`src/rtl/booth_serial_adder.sv`:
```
// Multi-cycle adder for the Booth multiplier's adder-callee handshake.
// CHUNK bits are summed per clock with a registered inter-chunk carry.
module booth_serial_adder #(
  parameter int WIDTH = 9,
  parameter int CHUNK = 3
) (
  input  logic             CLK,
  input  logic             RSTK,
  input  logic [WIDTH-1:0] Adder_datain1,
  input  logic [WIDTH-1:0] Adder_datain2,
  input  logic             Adder_valid,
  output logic [WIDTH-1:0] Adder_dataout,
  output logic             Adder_carryout,
  output logic             Adder_ack,
  output logic             Adder_busy
);

  localparam int N  = WIDTH / CHUNK;
  localparam int KW = (N > 1) ? $clog2(N) : 1;

  typedef enum logic [1:0] {IDLE, CALC, WAIT_LOW} state_t;

  state_t           state_q, state_d;
  logic [WIDTH-1:0] a_q, a_d, b_q, b_d, sum_q, sum_d;
  logic [WIDTH-1:0] dout_q, dout_d;
  logic             carry_q, carry_d, cout_q, cout_d;
  logic             ack_q, ack_d, busy_q, busy_d;
  logic [KW-1:0]    k_q, k_d;

  logic [CHUNK-1:0] a_sl, b_sl;
  logic [CHUNK:0]   chunk_sum;
  logic [WIDTH-1:0] sum_ins;

  // Slice select and write-back use constant indices so each chunk is a plain mux.
  always_comb begin
    a_sl = '0;
    b_sl = '0;
    for (int i = 0; i < N; i++) begin
      if (k_q == KW'(i)) begin
        a_sl = a_q[i*CHUNK +: CHUNK];
        b_sl = b_q[i*CHUNK +: CHUNK];
      end
    end
    chunk_sum = {1'b0, a_sl} + {1'b0, b_sl} + {{CHUNK{1'b0}}, carry_q};
    sum_ins   = sum_q;
    for (int i = 0; i < N; i++) begin
      if (k_q == KW'(i)) sum_ins[i*CHUNK +: CHUNK] = chunk_sum[CHUNK-1:0];
    end
  end

  always_comb begin
    state_d = state_q;
    a_d     = a_q;
    b_d     = b_q;
    sum_d   = sum_q;
    carry_d = carry_q;
    k_d     = k_q;
    dout_d  = dout_q;
    cout_d  = cout_q;
    ack_d   = 1'b0;
    busy_d  = busy_q;
    case (state_q)
      IDLE: begin
        if (Adder_valid) begin
          a_d     = Adder_datain1;
          b_d     = Adder_datain2;
          sum_d   = '0;
          carry_d = 1'b0;
          k_d     = '0;
          busy_d  = 1'b1;
          state_d = CALC;
        end
      end
      CALC: begin
        if (!Adder_valid) begin
          state_d = IDLE;
          busy_d  = 1'b0;
        end else begin
          sum_d   = sum_ins;
          carry_d = chunk_sum[CHUNK];
          if (k_q == KW'(N-1)) begin
            dout_d  = sum_ins;
            cout_d  = chunk_sum[CHUNK];
            ack_d   = 1'b1;
            state_d = WAIT_LOW;
          end else begin
            k_d = k_q + KW'(1);
          end
        end
      end
      WAIT_LOW: begin
        // Held request parks here so it cannot retrigger a second ack.
        if (!Adder_valid) begin
          state_d = IDLE;
          busy_d  = 1'b0;
        end
      end
      default: begin
        state_d = IDLE;
        busy_d  = 1'b0;
      end
    endcase
  end

  always_ff @(posedge CLK or negedge RSTK) begin
    if (!RSTK) begin
      state_q <= IDLE;
      a_q     <= '0;
      b_q     <= '0;
      sum_q   <= '0;
      carry_q <= 1'b0;
      k_q     <= '0;
      dout_q  <= '0;
      cout_q  <= 1'b0;
      ack_q   <= 1'b0;
      busy_q  <= 1'b0;
    end else begin
      state_q <= state_d;
      a_q     <= a_d;
      b_q     <= b_d;
      sum_q   <= sum_d;
      carry_q <= carry_d;
      k_q     <= k_d;
      dout_q  <= dout_d;
      cout_q  <= cout_d;
      ack_q   <= ack_d;
      busy_q  <= busy_d;
    end
  end

  assign Adder_dataout  = dout_q;
  assign Adder_carryout = cout_q;
  assign Adder_ack      = ack_q;
  assign Adder_busy     = busy_q;

endmodule

```
`config.mk`:
```
export PLATFORM = sky130hd
export DESIGN_NAME = booth_serial_adder
export DESIGN_NICKNAME = d
export VERILOG_FILES = /design/src/rtl/booth_serial_adder.sv
export SDC_FILE = /design/constraint.sdc
export NUM_CORES = 1
export LEC_CHECK = 0
export CAP_MARGIN = 10
export CORE_MARGIN = 2
export CORE_UTILIZATION = 40
export CTS_CLUSTER_DIAMETER = 30
export DETAILED_ROUTE_END_ITERATION = 16
export PLACE_DENSITY = 0.62
export SLEW_MARGIN = 10
export SYNTH_ARGS = -nofsm -noshare
export SYNTH_HDL_FRONTEND = slang
export SYNTH_SLANG_ARGS = --single-unit
```
`constraint.sdc`:
```
create_clock -name CLK -period 2.7 [get_ports CLK]
set_clock_uncertainty 0.2 [all_clocks]
set_input_delay 0.405 -clock CLK [delete_from_list [all_inputs] [get_ports CLK]]
set_output_delay 0.405 -clock CLK [all_outputs]
set_load 0.05 [all_outputs]
```
Yosys cells after proc, flatten, opt, wreduce, memory -nomap -nowiden:

Cells that the tools add are included.

* divide/modulo/power cells: 0
* bitwise operators: 0
* order comparisons: 0
* multiplexer cells: 30
* shift operators: 0
* add/subtract/negate cells: 3
* equal/unequal tests: 10
* multipliers: 0
* reduce and logical (&&, ||, !) cells: 10

Operator list (number)
* two-way mux 3 bit: 9
* two-way mux 9 bit: 2
* one-hot mux 9 bit (2 select lines): 1
* two-way mux 2 bit: 7
* != test 2 bit, second input constant: 5
* AND reduction 3 bit: 3
* two-way mux 1 bit: 7
* one-hot mux 2 bit (3 select lines): 1
* adder 3 x 3 -> 4 bit: 1
* adder 4 x 1 -> 4 bit: 1
* == test 2 x 1 -> 1 bit, second input constant: 2
* == test 2 bit, second input constant: 2
* zero test 2 bit: 2
* one-hot mux 1 bit (2 select lines): 2
* one-hot mux 2 bit (2 select lines): 1
* AND reduction 2 bit: 2
* AND reduction 4 bit: 1
* != test 3 bit, second input constant: 1
* adder 2 x 1 -> 2 bit, second input constant: 1
* nonzero test 2 bit: 1
* OR reduction 2 bit: 1

* output and inout bits: 12
* register bits after elaboration: 44
* logic and storage cells: 63
* memories: 0
* bits in latches: 0
* RAM bits: 0
* memory bits (read-only): 0
* input bits: 21

Logic depth before layout (Yosys ltp):

* depth after elaboration: 9
* gate-level depth with buffers: 12
* mapped depth without buffers: 11

Least setup slack after synthesis:

OpenSTA, ideal clock, no wires.

* path type: register to register
* from: register k_q[0]
* to: register sum_q[4]
* slack: -0.155 ns
* path buffers: 1
* setup time: 0.121 ns
* cell stages (with the launch flop): 11
* data required time: 2.379 ns
* period minus slack after synthesis: 2.855 ns
* arrival: 2.535 ns
* path through: dfrtp_1 -> ha_1 -> buf_2 -> nor2b_1 -> a221o_1 -> o21ai_0 -> fa_1 -> inv_1 -> fa_1 -> a31o_2 -> a22o_1

* longest elaborated chain between the ends: 9
* elaborated cells between the ends (all ways): 14
* those cells by class: add/sub: 2; eq/ne: 2; mux: 9; reduce/logical: 1

RTL lines
* start, declared: RTL line 28 `logic [KW-1:0] k_q, k_d;`
* start signal, assigned: RTL line 123 `k_q <= k_d;`
* zero test 2 bit: RTL line 39 `if (k_q == KW'(i)) begin`
* two-way mux 3 bit (3 in series): RTL line 39
* adder 3 x 3 -> 4 bit: RTL line 44 `chunk_sum = {1'b0, a_sl} + {1'b0, b_sl} + {{CHUNK{1'b0}}, carry_q};`
* adder 4 x 1 -> 4 bit: RTL line 44
* two-way mux 3 bit (*): RTL line 47 `if (k_q == KW'(i)) sum_ins[i*CHUNK +: CHUNK] = chunk_sum[CHUNK-1:0];`
* two-way mux 9 bit (*): RTL line 75 `if (!Adder_valid) begin`
* one-hot mux 9 bit (2 select lines) (*): RTL line 62 `case (state_q)`
* end signal, assigned: RTL line 121 `sum_q <= sum_d;`
* end, declared: RTL line 24 `logic [WIDTH-1:0] a_q, a_d, b_q, b_d, sum_q, sum_d;`

Every way passes the cells marked *; elsewhere a longest branch is shown, timed or not. The select of a mux whose other input is x is not followed.
A chain may end at the register's enable or synchronous reset.

Final worst setup path:

* from: register k_q[0]
* to: register dout_q[2], in the netlist Adder_dataout[2]

* longest elaborated chain between the ends: 7
* elaborated cells between the ends (all ways): 13
* those cells by class: add/sub: 2; eq/ne: 2; mux: 7; reduce/logical: 2

RTL lines
* zero test 2 bit: RTL line 39, 47
* two-way mux 3 bit (3 in series): RTL line 39
* adder 3 x 3 -> 4 bit: RTL line 44
* adder 4 x 1 -> 4 bit: RTL line 44
* two-way mux 3 bit: RTL line 47
* end signal, assigned: RTL line 124 `dout_q <= dout_d;`
* end, declared: RTL line 25 `logic [WIDTH-1:0] dout_q, dout_d;`

Several ways; a longest one is shown, not always the timed one.

==> results.py <==
metrics = {
    "outcome": {
        "status": "finished clean",
    },
    "logic_synthesis": {
        "synth-async-reset-ratio_pct": 100.0,
        "synth_area_sq_um": 2082,
        "seq_area_frac_synth_pct": 49.28,
        "synth_cell_types": 31,
        "synth-edff-count": 0,
        "syn_area_per_cell_sq_um": 11.50,
        "synth.net_count": 212,
        "yosys_most_used_dff": "dfrtp_1",
        "synthCells": 181,
        "synth-seq-cells": 41,
        "yosysWarningCount": 0,
    },
    "grt": {
        "antenna_found_initial": 0,
        "gr-total-overflow": 0,
        "grt_pass1_vias": 1529,
        "grt_max_degree": 42,
        "grtUsageTotal_pct": 14.88,
        "grt_first_pass_wirelength_um": 6955,
    },
    "job": {
        "max-cap-violations": 0,
    },
    "placed_design": {
        "place_area_sq_um": 2574,
        "io_buffers": 32,
        "dp_hpwl_um": 3004,
        "gp_congestion": 0.8316,
    },
    "final_layout": {
        "drive_above_1_share_pct": 29.39,
        "layout.nets": 258,
        "fin_util_pct": 54.09,
        "n_antenna_cell": 0,
        "final_cell_area_sq_um": 2745,
        "area_growth_syn_to_layout_pct": 31.85,
    },
    "critical_path": {
        "r2r_slack_ns": 0.02,
        "critPathSlowestCell": "dfrtp_2",
        "critPathKind": "reg2reg",
        "endpoint_kind": "register",
        "reg2reg_depth": 10,
        "r2r-start": "k_q[0]$_DFFE_PN0P_",
        "crit_chain": "ha_4 -> buf_6 -> a221o_1 -> o21ai_2 -> fa_2 -> inv_2 -> fa_2 -> xnor2_4 -> a211oi_2 -> a21o_1",
        "slowest_delay_ns": 0.44,
        "cp-start-kind": "register",
        "crit_path_end": "Adder_dataout[2]$_DFFE_PN0P_",
        "crit_arrival_ns": 2.66,
        "crit_start": "k_q[0]$_DFFE_PN0P_",
        "r2r-end": "Adder_dataout[2]$_DFFE_PN0P_",
        "crit_top_cell": "fa_2",
        "crit_required_ns": 2.69,
        "crit_fanout": 4,
    },
    "die": {
        "rows": 26,
        "core-area_sq_um": 5075,
        "start_util_pct": 41.03,
        "die_area_sq_um": 5798,
        "pin_count": 33,
        "die_w_um": 76.15,
        "dieHeight_um": 76.15,
    },
    "clock_network": {
        "clock_latency_ns": 0.29,
        "clkSinkCount": 41,
        "cts_inserted_buffers": 5,
        "cts-root-buf": "clkbuf_8",
        "cts.path.max_buffers": 2,
        "clk_pin_slew_worst_paths_ns": 0.08,
        "h-tree-depth": 2,
        "holdBufCountCts": 0,
        "cts_tree": "done",
    },
    "sta": {
        "hold_violations": 0,
        "rsz0062_at_grt": "true",
        "finalHoldWorstSlack_ns": 0.03478,
        "finalCriticalPeriod_ns": 2.676,
        "finalMaxSlewViolations": 0,
        "fin_crit_sh_pct": 99.12,
        "worst_pin_slew_ns": 0.8999,
        "slew_headroom_pct": 40.01,
        "fmax_mhz": 373.7,
        "finalSetupViolations": 0,
    },
    "power": {
        "leakage_nw": 1.242,
        "total_power_mw": 4.126,
        "max-vdd-ir-drop_uv": 500.0,
        "power_density_nw_per_um2": 1503,
    },
    "drt": {
        "drt_iter0_drc": 114,
        "vias": 1480,
        "wl_um": 3970,
        "vias_per_cell": 4.966,
        "drc": 0,
        "drtAntennaViolNets": 0,
        "drt-pass1-iter-count": 4,
        "wire_per_inst_um": 13.32,
    },
    "min_path": {
        "hp-class": "in2async",
    },
}
-- stage by stage --
| step | TNS (ns) | cells | setup WS, ns |
|---|---|---|---|
| 4_1_cts | -0.05083 | 298 | -0.02273 |
| 5_1_grt | -0.2633 | 298 | -0.05984 |
| 6_report | 0 | 298 | 0.02371 |
| 3_5_place_dp | -1.032 | 288 | -0.1601 |
| 3_3_place_gp | -0.1830 | 288 | -0.03308 |
| 2_1_floorplan | 0 | 181 | 0.008448 |
-- Yosys cell counts, types with 4 or more instances --
library cell	n	area (sq um)
nand2_1	19	71.32
nor2b_1	6	37.54
o21ai_0	16	80.08
inv_1	9	33.78
a21oi_1	6	30.03
dfrtp_1	41	1026
mux2_4	10	150.1
ha_1	8	100.1
a22o_1	7	61.31
mux2_2	13	146.4
buf_2	10	50.05
o211ai_1	4	30.03
-- area by class of cell --
| cell class | count | area [sq um] |
|---|---|---|
| Tap cell | 70 | 87.58 |
| Clock buffer | 8 | 80.08 |
| Sequential cell | 41 | 1027 |
| Fill cell | 476 | 2330 |
| Multi-Input combinational cell | 119 | 1047 |
| Inverter | 9 | 33.78 |
| Timing Repair Buffer | 51 | 469.2 |
-- how the worst min path moves through the flow --
stage,start,to,slack [ns],cells after the start
2_1_floorplan,RSTK,Adder_ack$_DFF_PN0_,-0.09,0
3_3_place_gp,Adder_dataout[1]$_DFFE_PN0P_,Adder_dataout[1]$_DFFE_PN0P_,0.26,2
3_5_place_dp,Adder_dataout[8]$_DFFE_PN0P_,Adder_dataout[8]$_DFFE_PN0P_,0.27,2
4_1_cts,RSTK,Adder_dataout[6]$_DFFE_PN0P_,0.07,1
5_1_grt,RSTK,Adder_dataout[3]$_DFFE_PN0P_,0.11,1
6_report,RSTK,Adder_dataout[6]$_DFFE_PN0P_,0.03,1
-- report_power, final --
part	switching [mW]	leakage [nW]	internal (mW)	total (mW)
registers	0.175	0.511	0.892	1.07
clock network	0.199	0.0395	0.184	0.383
logic	1.29	0.691	1.39	2.68
-- registers in the layout, indices dropped and copies added, names as in the netlist --
| name | flops |
|---|---|
| Adder_dataout | 9 |
| a_q | 9 |
| b_q | 9 |
| sum_q | 6 |
| k_q | 2 |
| state_q | 2 |
| Adder_ack | 1 |
| Adder_busy | 1 |
| Adder_carryout | 1 |
| carry_q | 1 |
-- worst max-delay path, delay by kind of cell (launching register included) --
| kind | cells | cell delay [ns] |
|---|---|---|
| AO/OA/AOI/OAI | 4 | 0.68 |
| buffers and inverters | 2 | 0.15 |
| adder cells (fa/ha/maj) | 3 | 0.84 |
| XOR/XNOR | 1 | 0.24 |
| flip-flops | 1 | 0.44 |
-- cell families (layout without fill, tap and decap cells) --
group	count (synthesis)	after routing	synth area share (%)
xor gates and xnor gates	1	1	0.4207
and+or+nand+nor	39	39	9.856
DFF	41	41	49.28
adders and majority gates	10	10	6.731
buffers and inverters	21	68	4.747
muxes	23	23	14.24
AOI/OAI and AO/OA	46	46	14.72
-- metal layers --
metal | vias to the layer above | GRT usage [%] | part of all wire [%] | routed length (um)
li1 | 724 | - | - | -
met3 | 12 | 4.147 | 4.9 | 193
met5 | - | 0 | 0 | 0
met2 | 43 | 24.38 | 48 | 1925
met1 | 701 | 17.99 | 44 | 1732
met4 | 0 | 7.636 | 3.0 | 119
-- repair_timing --
item / in CTS / in global routing
endpoints found under the setup margin: 10 / 9
pin swaps: 4 / 12
buffers inserted: 2 / 0
gates resized for setup: 10 / 11
-- placed cells by master, fill, tap and decap left out, types with 2 or more instances in the layout --
master and n:
dfrtp_1 40, clkdlybuf4s50_1 31, nand2_1 19, buf_4 16, mux2_2 12, mux2_4 11, o21ai_0 10, a22o_1 7
inv_1 6, a21oi_1 6, o21ai_1 5, nor2b_1 5, ha_1 5, clkbuf_8 5, o211ai_1 4, inv_2 3
a21o_1 3, nand3b_1 3, nand3_1 3, ha_4 3, clkbuf_1 3, buf_6 3, a221o_1 2, o21ai_2 2
a22oi_1 2, and3b_1 2, nor2_1 2, a211oi_2 2, a31o_2 2, fa_2 2
No activity file was read; power rests on OpenSTA's default activity.
